### src/rtl/octa_pkg.sv
// Shared encodings and instruction layout for the ALU issue stage.
package octa_pkg;
  localparam int DW   = 8;
  localparam int NREG = 8;
  localparam int AW   = 3;
  localparam int IW   = 16;

  typedef enum logic [2:0] {
    CTRL_ADD   = 3'b000,
    CTRL_LOGIC = 3'b001,
    CTRL_SLTU  = 3'b010,
    CTRL_SHIFT = 3'b011,
    CTRL_SRA   = 3'b100
  } ctrl_e;

  localparam int CTRL_LSB = 13;
  localparam int FLAG_BIT = 12;
  localparam int RD_LSB   = 9;
  localparam int RS1_LSB  = 6;
  localparam int IMM_BIT  = 5;
  localparam int RS2_LSB  = 2;

  typedef struct packed {
    logic [2:0]    ctrl;
    logic          flag;
    logic [AW-1:0] rd;
    logic [AW-1:0] rs1;
    logic          imm_sel;
    logic [AW-1:0] rs2;
    logic [4:0]    imm5;
  } dec_t;

  function automatic dec_t decode(input logic [IW-1:0] ins);
    dec_t d;
    d.ctrl    = ins[CTRL_LSB +: 3];
    d.flag    = ins[FLAG_BIT];
    d.rd      = ins[RD_LSB +: AW];
    d.rs1     = ins[RS1_LSB +: AW];
    d.imm_sel = ins[IMM_BIT];
    d.rs2     = ins[RS2_LSB +: AW];
    d.imm5    = ins[4:0];
    return d;
  endfunction

  function automatic logic ctrl_legal(input logic [2:0] c);
    return c <= CTRL_SRA;
  endfunction
endpackage

### src/rtl/alu_issue_regfile_8x8.sv
// 8x8 register file: two async read ports with write-back bypass, one sync write, r0 hardwired 0.
module regfile_8x8
  import octa_pkg::*;
(
  input  logic                     clk,
  input  logic                     rst_n,
  input  logic [1:0][AW-1:0]       ra,
  output logic [1:0][DW-1:0]       rdata,
  input  logic                     we,
  input  logic [AW-1:0]            wa,
  input  logic [DW-1:0]            wd
);
  logic [NREG-1:0][DW-1:0] mem_q;

  always_ff @(posedge clk or negedge rst_n) begin
    if (!rst_n)                mem_q <= '0;
    else if (we && wa != '0)   mem_q[wa] <= wd;
  end

  for (genvar p = 0; p < 2; p++) begin : g_rd
    always_comb begin
      rdata[p] = mem_q[ra[p]];
      if (ra[p] == '0)                rdata[p] = '0;
      else if (we && wa == ra[p])     rdata[p] = wd;
    end
  end
endmodule

### src/rtl/alu_issue.sv
// Decode/operand-fetch stage: scoreboard hazard check, bypassed operand read, registered ALU issue.
module alu_issue
  import octa_pkg::*;
(
  input  logic           clk,
  input  logic           rst_n,
  input  logic           in_valid,
  output logic           in_ready,
  input  logic [IW-1:0]  in_instr,
  output logic           out_valid,
  input  logic           out_ready,
  output logic [DW-1:0]  out_a,
  output logic [DW-1:0]  out_b,
  output logic [2:0]     out_ctrl,
  output logic           out_flag,
  output logic [AW-1:0]  out_rd,
  input  logic           wb_en,
  input  logic [AW-1:0]  wb_addr,
  input  logic [DW-1:0]  wb_data,
  output logic           illegal_op
);
  dec_t                  dec;
  logic [1:0][DW-1:0]    rdata;
  logic [NREG-1:0]       busy_q, busy_d;
  logic                  haz1, haz2, hazard, accept, legal;
  logic [DW-1:0]         opb;

  assign dec = decode(in_instr);

  regfile_8x8 u_rf (
    .clk   (clk),
    .rst_n (rst_n),
    .ra    ({dec.rs2, dec.rs1}),
    .rdata (rdata),
    .we    (wb_en),
    .wa    (wb_addr),
    .wd    (wb_data)
  );

  // A write-back landing this cycle resolves the hazard through the bypass.
  assign haz1   = busy_q[dec.rs1] && !(wb_en && wb_addr == dec.rs1);
  assign haz2   = !dec.imm_sel && busy_q[dec.rs2] && !(wb_en && wb_addr == dec.rs2);
  assign hazard = haz1 || haz2;

  assign in_ready = (!out_valid || out_ready) && !hazard;
  assign accept   = in_valid && in_ready;
  assign legal    = ctrl_legal(dec.ctrl);
  assign opb      = dec.imm_sel ? {{(DW-5){1'b0}}, dec.imm5} : rdata[1];

  // Set after clear so an issue to the register being written back keeps it busy.
  always_comb begin
    busy_d = busy_q;
    if (wb_en && wb_addr != '0)            busy_d[wb_addr] = 1'b0;
    if (accept && legal && dec.rd != '0)   busy_d[dec.rd]  = 1'b1;
    busy_d[0] = 1'b0;
  end

  always_ff @(posedge clk or negedge rst_n) begin
    if (!rst_n) begin
      busy_q     <= '0;
      out_valid  <= 1'b0;
      out_a      <= '0;
      out_b      <= '0;
      out_ctrl   <= '0;
      out_flag   <= 1'b0;
      out_rd     <= '0;
      illegal_op <= 1'b0;
    end else begin
      busy_q     <= busy_d;
      illegal_op <= accept && !legal;
      if (accept && legal) begin
        out_valid <= 1'b1;
        out_a     <= rdata[0];
        out_b     <= opb;
        out_ctrl  <= dec.ctrl;
        out_flag  <= dec.flag;
        out_rd    <= dec.rd;
      end else if (out_ready) begin
        out_valid <= 1'b0;
      end
    end
  end
endmodule

### config.mk
export PLATFORM = sky130hd
export DESIGN_NAME = alu_issue
export DESIGN_NICKNAME = d
export VERILOG_FILES = /design/src/rtl/octa_pkg.sv /design/src/rtl/alu_issue_regfile_8x8.sv /design/src/rtl/alu_issue.sv
export SDC_FILE = /design/constraint.sdc
export NUM_CORES = 1
export LEC_CHECK = 0
export BUFFER_PORTS_ARGS = -buffer_cell sky130_fd_sc_hd__clkbuf_2
export CAP_MARGIN = 20
export CORE_UTILIZATION = 60
export CTS_CLUSTER_SIZE = 28
export DETAILED_ROUTE_END_ITERATION = 16
export GPL_TIMING_DRIVEN = 0
export HOLD_SLACK_MARGIN = 0.05
export PLACE_DENSITY = 0.88
export SYNTH_ARGS = -nofsm -noshare
export SYNTH_HDL_FRONTEND = slang
export SYNTH_SLANG_ARGS = --single-unit
### constraint.sdc
create_clock -name clk -period 4.9 [get_ports clk]
set_clock_uncertainty 0.15 [all_clocks]
set_input_delay 0.735 -clock clk [delete_from_list [all_inputs] [get_ports clk]]
set_output_delay 0.735 -clock clk [all_outputs]
set_load 0.005 [all_outputs]
## Word-level counts from Yosys, hierarchy flattened

Index checks and enable logic that the tools add are counted.

| operators by class | value |
|---|---|
| mux-type cells | 24 |
| reductions and logical operators | 26 |
| magnitude comparators | 7 |
| equal/unequal tests | 2 |
| bitwise logic cells | 3 |

Operator list:

| cell | count |
|---|---|
| 8-bit 2-to-1 mux | 10 |
| 64-bit bitwise mux | 1 |
| 8-bit binary-select mux with 3-bit select | 2 |
| 8-bit demux with 3-bit select | 1 |
| 3-bit by 4-bit less-than comparator with 1-bit output (second input constant) | 4 |
| 1-bit logical AND | 13 |
| 8-bit AND | 1 |
| 8-bit inverter | 1 |
| 8-bit OR | 1 |
| 1-bit binary-select mux with 3-bit select | 2 |
| 1-bit demux with 3-bit select | 2 |
| 3-bit == test | 2 |
| 3-bit by 1-bit greater-or-equal comparator with 1-bit output (second input constant) | 2 |
| 1-bit zero test | 6 |
| 3-bit zero test | 2 |
| 1-bit 2-to-1 mux | 6 |
| 3-bit nonzero test | 2 |
| 3-bit less-or-equal comparator (second input constant) | 1 |
| 1-bit logical OR | 2 |
| 2-bit nonzero test | 1 |

| word-level totals | value |
|---|---|
| register bits | 96 |
| output and inout port bits | 26 |
| logic and storage cells | 78 |

## Longest topological paths before layout

Gate-level depths: netlist of run 1.

| logic depth | value |
|---|---|
| word-level depth | 11 |
| mapped depth | 8 |

## Hierarchy

A second synthesis of run 1 with hierarchy kept.

| second synthesis, totals | value |
|---|---|
| cell total of the unflattened synthesis | 371 |
| area, all modules | 5335.1 um^2 |

By module, submodules not included:

| module | sequential area each (um^2) | times used | area an instance (um^2) | cells an instance |
|---|---|---|---|---|
| regfile_8x8 | 1601.5 | 1 | 3719.8 | 244 |
| alu_issue | 800.8 | 1 | 1615.3 | 127 |

## Worst setup path before layout of run 1

Ideal clock, no wire load.

| timing path | value |
|---|---|
| path type | input to output |
| start point | input in_instr[7] |
| end point | output in_ready |
| stages | 4 |
| data arrival time | 1813 ps |
| path slack | 2202 ps |
| path buffers | 0 |
| cell sequence | mux2_1 > a221o_1 > a41oi_2 > and2_1 |

| on the way | value |
|---|---|
| longest elaborated chain between the ends | 7 |

Ends and longest elaborated chain:

| element | line | text |
|---|---|---|
| start, declared | alu_issue.sv:9 | `input logic [IW-1:0] in_instr,` |
| branches (longest 3 deep; another with 1-bit binary-select mux with 3-bit select) | n/a |  |
| 1-bit logical AND (*) | alu_issue.sv:41 | `assign haz1 = busy_q[dec.rs1] && !(wb_en && wb_addr == dec.rs1);` |
| 1-bit logical OR (*) | alu_issue.sv:43 | `assign hazard = haz1 \|\| haz2;` |
| 1-bit zero test (*) | alu_issue.sv:45 | `assign in_ready = (!out_valid \|\| out_ready) && !hazard;` |
| 1-bit logical AND (*) | alu_issue.sv:45 |  |
| end, declared | alu_issue.sv:8 | `output logic in_ready,` |

Every way passes the cells marked *. The select of a mux whose other input is x is not followed.

## Worst setup path in the final report of run 1

Same ends and word-level chain as after synthesis.

==> results.json, run 1 <==
{
  "status": "finished clean",
  "clockBufferDepth": 2,
  "grt_pass1_vias": 3979,
  "synthCells": 388,
  "dp_hpwl_um": 8850,
  "hold_violations": 0,
  "ys_async_sr_fraction_pct": 100,
  "fp.dieH_um": 93.3,
  "dieArea_um2": 8700,
  "p_per_area_nw_per_um2": 394,
  "io_buffers": 51,
  "drive_gt1_share_pct": 36.0,
  "diodes": 0,
  "synth_edf_count": 0,
  "grt_use_total_pct": 32.2,
  "rows": 32,
  "drtIter0Drc": 399,
  "place_ws_ns": 1.66,
  "ant_nets": 0,
  "cp.required_ns": 4.01,
  "clk_pin_slew_worst_paths_ns": 0.10,
  "routed_wl_um": 12800,
  "initial_utilization_pct": 63.4,
  "crit_path_max_fanout": 10,
  "synth_top_cell_by_area": "dfrtp_1",
  "setup_viol": 0,
  "drtPass1Iterations": 5,
  "ys_seq_area_share_pct": 48.0,
  "tightest_slew_ns": 1.03,
  "insertion_delay_ns": 0.38,
  "antenna_found_initial": 0,
  "crit_arrival_ns": 2.33,
  "crit_type": "primary input to output port",
  "timing.fmax_ghz": 0.311,
  "coreArea_um2": 7890,
  "gp_congestion": 0.826,
  "cts_setup_buffers": 0,
  "yosys_warnings": 0,
  "ys.flop_type": "dfrtp_1",
  "critPathLaunchType": "primary input",
  "drc": 0,
  "cts_tree": "done",
  "synth.avg_cell_area_um2": 12.9,
  "cts-hold-fix-buffers": 0,
  "area_growth_pct": 11.8,
  "cts.sinks": 96,
  "cts_resized": 0,
  "ir_drop_mv": 0.168,
  "maxSlewHeadroom_pct": 31.1,
  "yosys_register_bits": 96,
  "rsz0062_at_grt": "no",
  "worstSetupEndpointType": "output port",
  "via_per_inst": 6.82,
  "grt_overflow_total": 0,
  "maxCapViolCount": 0,
  "finalMaxSlewViolations": 0,
  "ys_types": 42,
  "die_w_um": 93.3,
  "min_period_ns": 3.21,
  "timing.final.ws_setup_ns": 1.69,
  "post-route-period-util_pct": 65.6,
  "layout.nets": 483,
  "io_pins": 58,
  "cts_buffers": 9,
  "h-tree-depth": 3,
  "total_leakage_power_uw": 0.00256,
  "nFillCells": 493,
  "via_count": 3803,
  "ys_top_cells_by_area": "dfrtp_1 48%, mux4_2 14%, mux2_2 6.5%, mux2_4 4.8%, mux2i_1 3.8%",
  "synth_top_area_share_pct": 48.0,
  "final.setup.tns_ns": 0,
  "grt_pass1_wl_um": 20400,
  "cts_root_buf": "clkbuf_8",
  "grt_max_degree": 65,
  "syn_area_um2": 5000,
  "hold_path.class": "primary input to async pin",
  "wl_per_cell_um": 23.0,
  "synthesis.nets": 420
}
[logic make-up after synthesis]
family                 synth area share (%)
multiplexers                           30.0
flip-flops                             48.0
AND/OR/NAND/NOR                        7.23
AO/OA/AOI/OAI                          9.41
buffers and inverters                  4.28
XOR/XNOR                               1.05
[layer usage]
metal	wire, µm	GRT usage (%)	vias to the layer above	share of wire, %
li1	-	-	1563	-
met1	4700	39.8	1873	37
met2	6210	51.7	288	48
met3	1270	6.83	79	9.9
met4	662	20.6	0	5.2
met5	0	0	-	0
[sequential cells by signal (all words and copies together), names as in the netlist]
name        flops
u_rf.mem_q     64
out_a           8
out_b           8
busy_q          7
out_ctrl        3
out_rd          3
illegal_op      1
out_flag        1
out_valid       1
[per-stage QoR]
stage | total power, µW | cell area, µm² | hold slack (ns) | util [%] | instances
detailed placement | 1710 | 5410 | 0.321 | 68.6 | 542
finish | 2210 | 5590 | 0.188 | 70.9 | 558
global placement | 1650 | 5380 | 0.302 | 68.3 | 541
CTS | 2200 | 5590 | 0.198 | 70.9 | 558
floorplan | 1480 | 5000 | 0.289 | - | 388
global route | 2310 | 5590 | 0.217 | 70.9 | 558
[power breakdown]
part / leakage, µW / internal (µW) / switching (µW)
clock network: 0.0000814 / 192 / 307
registers: 0.00121 / 975 / 130
logic: 0.00127 / 343 / 260
total: 0.00256 / 1510 / 696
[Yosys cell counts (2+ instances only)]
master and instances:
dfrtp_1 96, nand2_1 47, o21ai_0 37, mux4_2 32, mux2_2 29, mux2i_1 19, clkbuf_1 18, mux2_4 16
inv_1 13, buf_2 9, o2bb2ai_1 7, xnor2_1 6, nor2b_1 5, o221ai_1 5, nand2b_1 4, buf_1 3
buf_6 3, nand3_1 3, nand4_1 3, nand4b_1 3, o22ai_1 3, a21oi_1 2, a221o_1 2, and2_1 2
mux2_1 2, nor4bb_1 2, o32ai_2 2
[final timing paths]
kind,start,end,slack (ns),cells past startpoint
min in group clk,u_rf.mem_q[7],u_rf.mem_q[7],0.33,1
setup / recovery,in_instr[7],in_ready,1.69,6
setup reg to reg,busy_q[3],out_a[6],2.61,6
max in group asynchronous,rst_n,u_rf.mem_q[58],3.73,2
hold / removal,rst_n,out_flag,0.19,1
hold reg to reg,u_rf.mem_q[7],u_rf.mem_q[7],0.33,1
[cell type report]
cell class,instances,area (µm²),area share (%)
plain buffers,34,165,2.95
clock buffers,10,128,2.28
flip-flops and latches,96,2400,43.0
inverters,13,48.8,0.872
clock inverters,6,51.3,0.917
well taps,102,128,2.28
repair buffers,52,285,5.10
multi-input cells,245,2380,42.6
[critical path, stage by stage]
cell      delay (ns)
clkbuf_2        0.13
buf_1           0.48
nand3_1         0.21
a41oi_2         0.39
and2_1          0.24
clkbuf_2        0.14
[cells in the final DEF, fill, tap and decap left out, types with 3 or more instances in the layout]
master	Yosys	routed
o21ai_0	37	37
mux4_2	32	32
mux2i_1	19	19
nand3_1	3	3
nand2b_1	4	4
mux2_4	16	16
dfrtp_1	96	96
o2bb2ai_1	7	7
mux2_2	29	29
nor2b_1	5	5
buf_1	3	3
buf_6	3	3
o221ai_1	5	5
inv_1	13	13
o22ai_1	3	3
clkbuf_1	18	19
nand4b_1	3	3
buf_2	9	9
clkbuf_2	0	50
nand2_1	47	47
nand4_1	3	3
clkinvlp_4	0	3
clkbuf_8	0	9
xnor2_1	6	6
No activity file was read; power rests on OpenSTA's default activity.
==> run 2, diff against run 1 <==
Settings changed: CORE_UTILIZATION 60 to 53, PLACE_DENSITY 0.88 to 0.82.
Clock period 4.9 ns to 2.9 ns, I/O delays scaled along.
==> results.json, run 2 (synthesis results as in run 1) <==
{
  "status": "finished clean",
  "post-route-period-util_pct": 93.0,
  "dp_hpwl_um": 8240,
  "grt_max_degree": 57,
  "diodes": 0,
  "final_common_cell": "dfrtp_1",
  "clk_pin_slew_worst_paths_ns": 0.10,
  "crit_path_max_fanout": 4,
  "path_cells": "mux2_1 -> a221o_1 -> a41oi_2 -> and2_1 -> clkbuf_2",
  "total_leakage_power_uw": 0.00257,
  "insertion_delay_ns": 0.39,
  "multi_input_area_um2": 2380,
  "wl_per_cell_um": 21.0,
  "final.setup.tns_ns": 0,
  "rows": 35,
  "slowest_stage": "dfrtp_1",
  "fp.dieH_um": 99.1,
  "initial_utilization_pct": 54.4,
  "die_w_um": 99.1,
  "cts_buffers": 9,
  "io_buffers": 51,
  "grt_pass1_wl_um": 18900,
  "ant_nets": 0,
  "drive_gt1_share_pct": 36.1,
  "setup_viol": 0,
  "routed_wl_um": 11900,
  "finalMaxSlewViolations": 0,
  "grt_use_total_pct": 25.8,
  "p_per_area_nw_per_um2": 658,
  "largest_reg_flops": 64,
  "hold_path.class": "primary input to flip-flop",
  "crit_arrival_ns": 2.11,
  "final_cell_mix": "96 x dfrtp_1, 50 x clkbuf_2, 47 x nand2_1",
  "cts.sinks": 96,
  "maxCapViolCount": 0,
  "gp_congestion": 0.867,
  "ir_drop_mv": 0.315,
  "layout.area.seq_um2": 2400,
  "nFillCells": 684,
  "tightest_slew_ns": 0.994,
  "largestRegisters": "u_rf.mem_q (64), out_a (8), out_b (8)",
  "grt_pass1_vias": 3550,
  "maxSlewHeadroom_pct": 33.4,
  "cts_setup_buffers": 0,
  "slowest_delay_ns": 0.42,
  "worstSetupEndpointType": "output port",
  "drtPass1Iterations": 7,
  "rsz0062_at_grt": "no",
  "via_count": 3587,
  "io_pins": 58,
  "grt_overflow_total": 0,
  "finalPower_uw": 3700,
  "cp.required_ns": 2.32,
  "critPathLaunchType": "flip-flop",
  "timing.final.ws_setup_ns": 0.202,
  "drc": 0,
  "via_per_inst": 6.32,
  "layout.nets": 484,
  "coreArea_um2": 9200,
  "cts_tree": "done",
  "clockBufferDepth": 2,
  "timing.fmax_ghz": 0.371,
  "antenna_found_initial": 0,
  "regMostFlops": "u_rf.mem_q",
  "hold_violations": 0,
  "hold_slack_ns": 0.114,
  "dieArea_um2": 9830,
  "area_growth_pct": 12.4,
  "drtIter0Drc": 301,
  "cp_num_buf_inv": 1,
  "cts_root_buf": "clkbuf_8",
  "min_period_ns": 2.70,
  "place_ws_ns": -0.00342,
  "crit_type": "flip-flop to output port",
  "h-tree-depth": 3,
  "utilization_pct": 61.1,
  "crit_family": "compound AO/OA/AOI/OAI gates"
}
==> run 2: through the flow <==
stage                     instance area (µm²)  std cells
final                                    5620        568
after global routing                     5620        568
after CTS                                5620        568
after detailed placement                 5430        551
after global placement                   5400        550
after floorplan                          5000        388
==> run 2: timing repair <==
| item | 4_1_cts | 5_1_grt |
|---|---|---|
| hold buffers | 1 | 0 |
| gates resized for setup | 0 | 0 |
| endpoints found under the hold margin | 40 | 0 |
| endpoints found under the setup margin | 0 | 0 |
==> run 2: cell type report <==
type,count,area share [%]
multi-input cells,245,42.4
repair buffers,53,5.25
clock inverters,7,1.09
well taps,111,2.47
flip-flops and latches,96,42.7
plain buffers,34,2.94
clock buffers,9,2.20
inverters,13,0.868
==> run 2: final timing paths <==
| kind | slack [ns] | depth (start not counted) | endpoint | start |
|---|---|---|---|---|
| max | 0.20 | 5 | in_ready | busy_q[3] |
| min | 0.11 | 2 | out_flag | in_instr[12] |
| max reg2reg | 0.60 | 6 | out_a[3] | busy_q[3] |
| min reg2reg | 0.35 | 1 | u_rf.mem_q[3] | u_rf.mem_q[3] |
| max in group asynchronous | 1.46 | 3 | u_rf.mem_q[50] | rst_n |
| min in group asynchronous | 0.47 | 2 | out_flag | rst_n |
==> run 2: power breakdown <==
group	switching (µW)	total, µW	leakage (µW)	internal, µW
Sequential	209	1860	0.00121	1650
Clock	523	852	0.0000940	330
Combinational	410	989	0.00127	579
Total	1140	3700	0.00257	2560
==> run 2: layer usage <==
| metal | vias to the layer above | share of wire (%) | track usage, % |
|---|---|---|---|
| met5 | - | 0 | 0 |
| met3 | 27 | 7.3 | 5.13 |
| met1 | 1808 | 41 | 34.1 |
| li1 | 1557 | - | - |
| met2 | 195 | 50 | 42.3 |
| met4 | 0 | 2.2 | 10.7 |
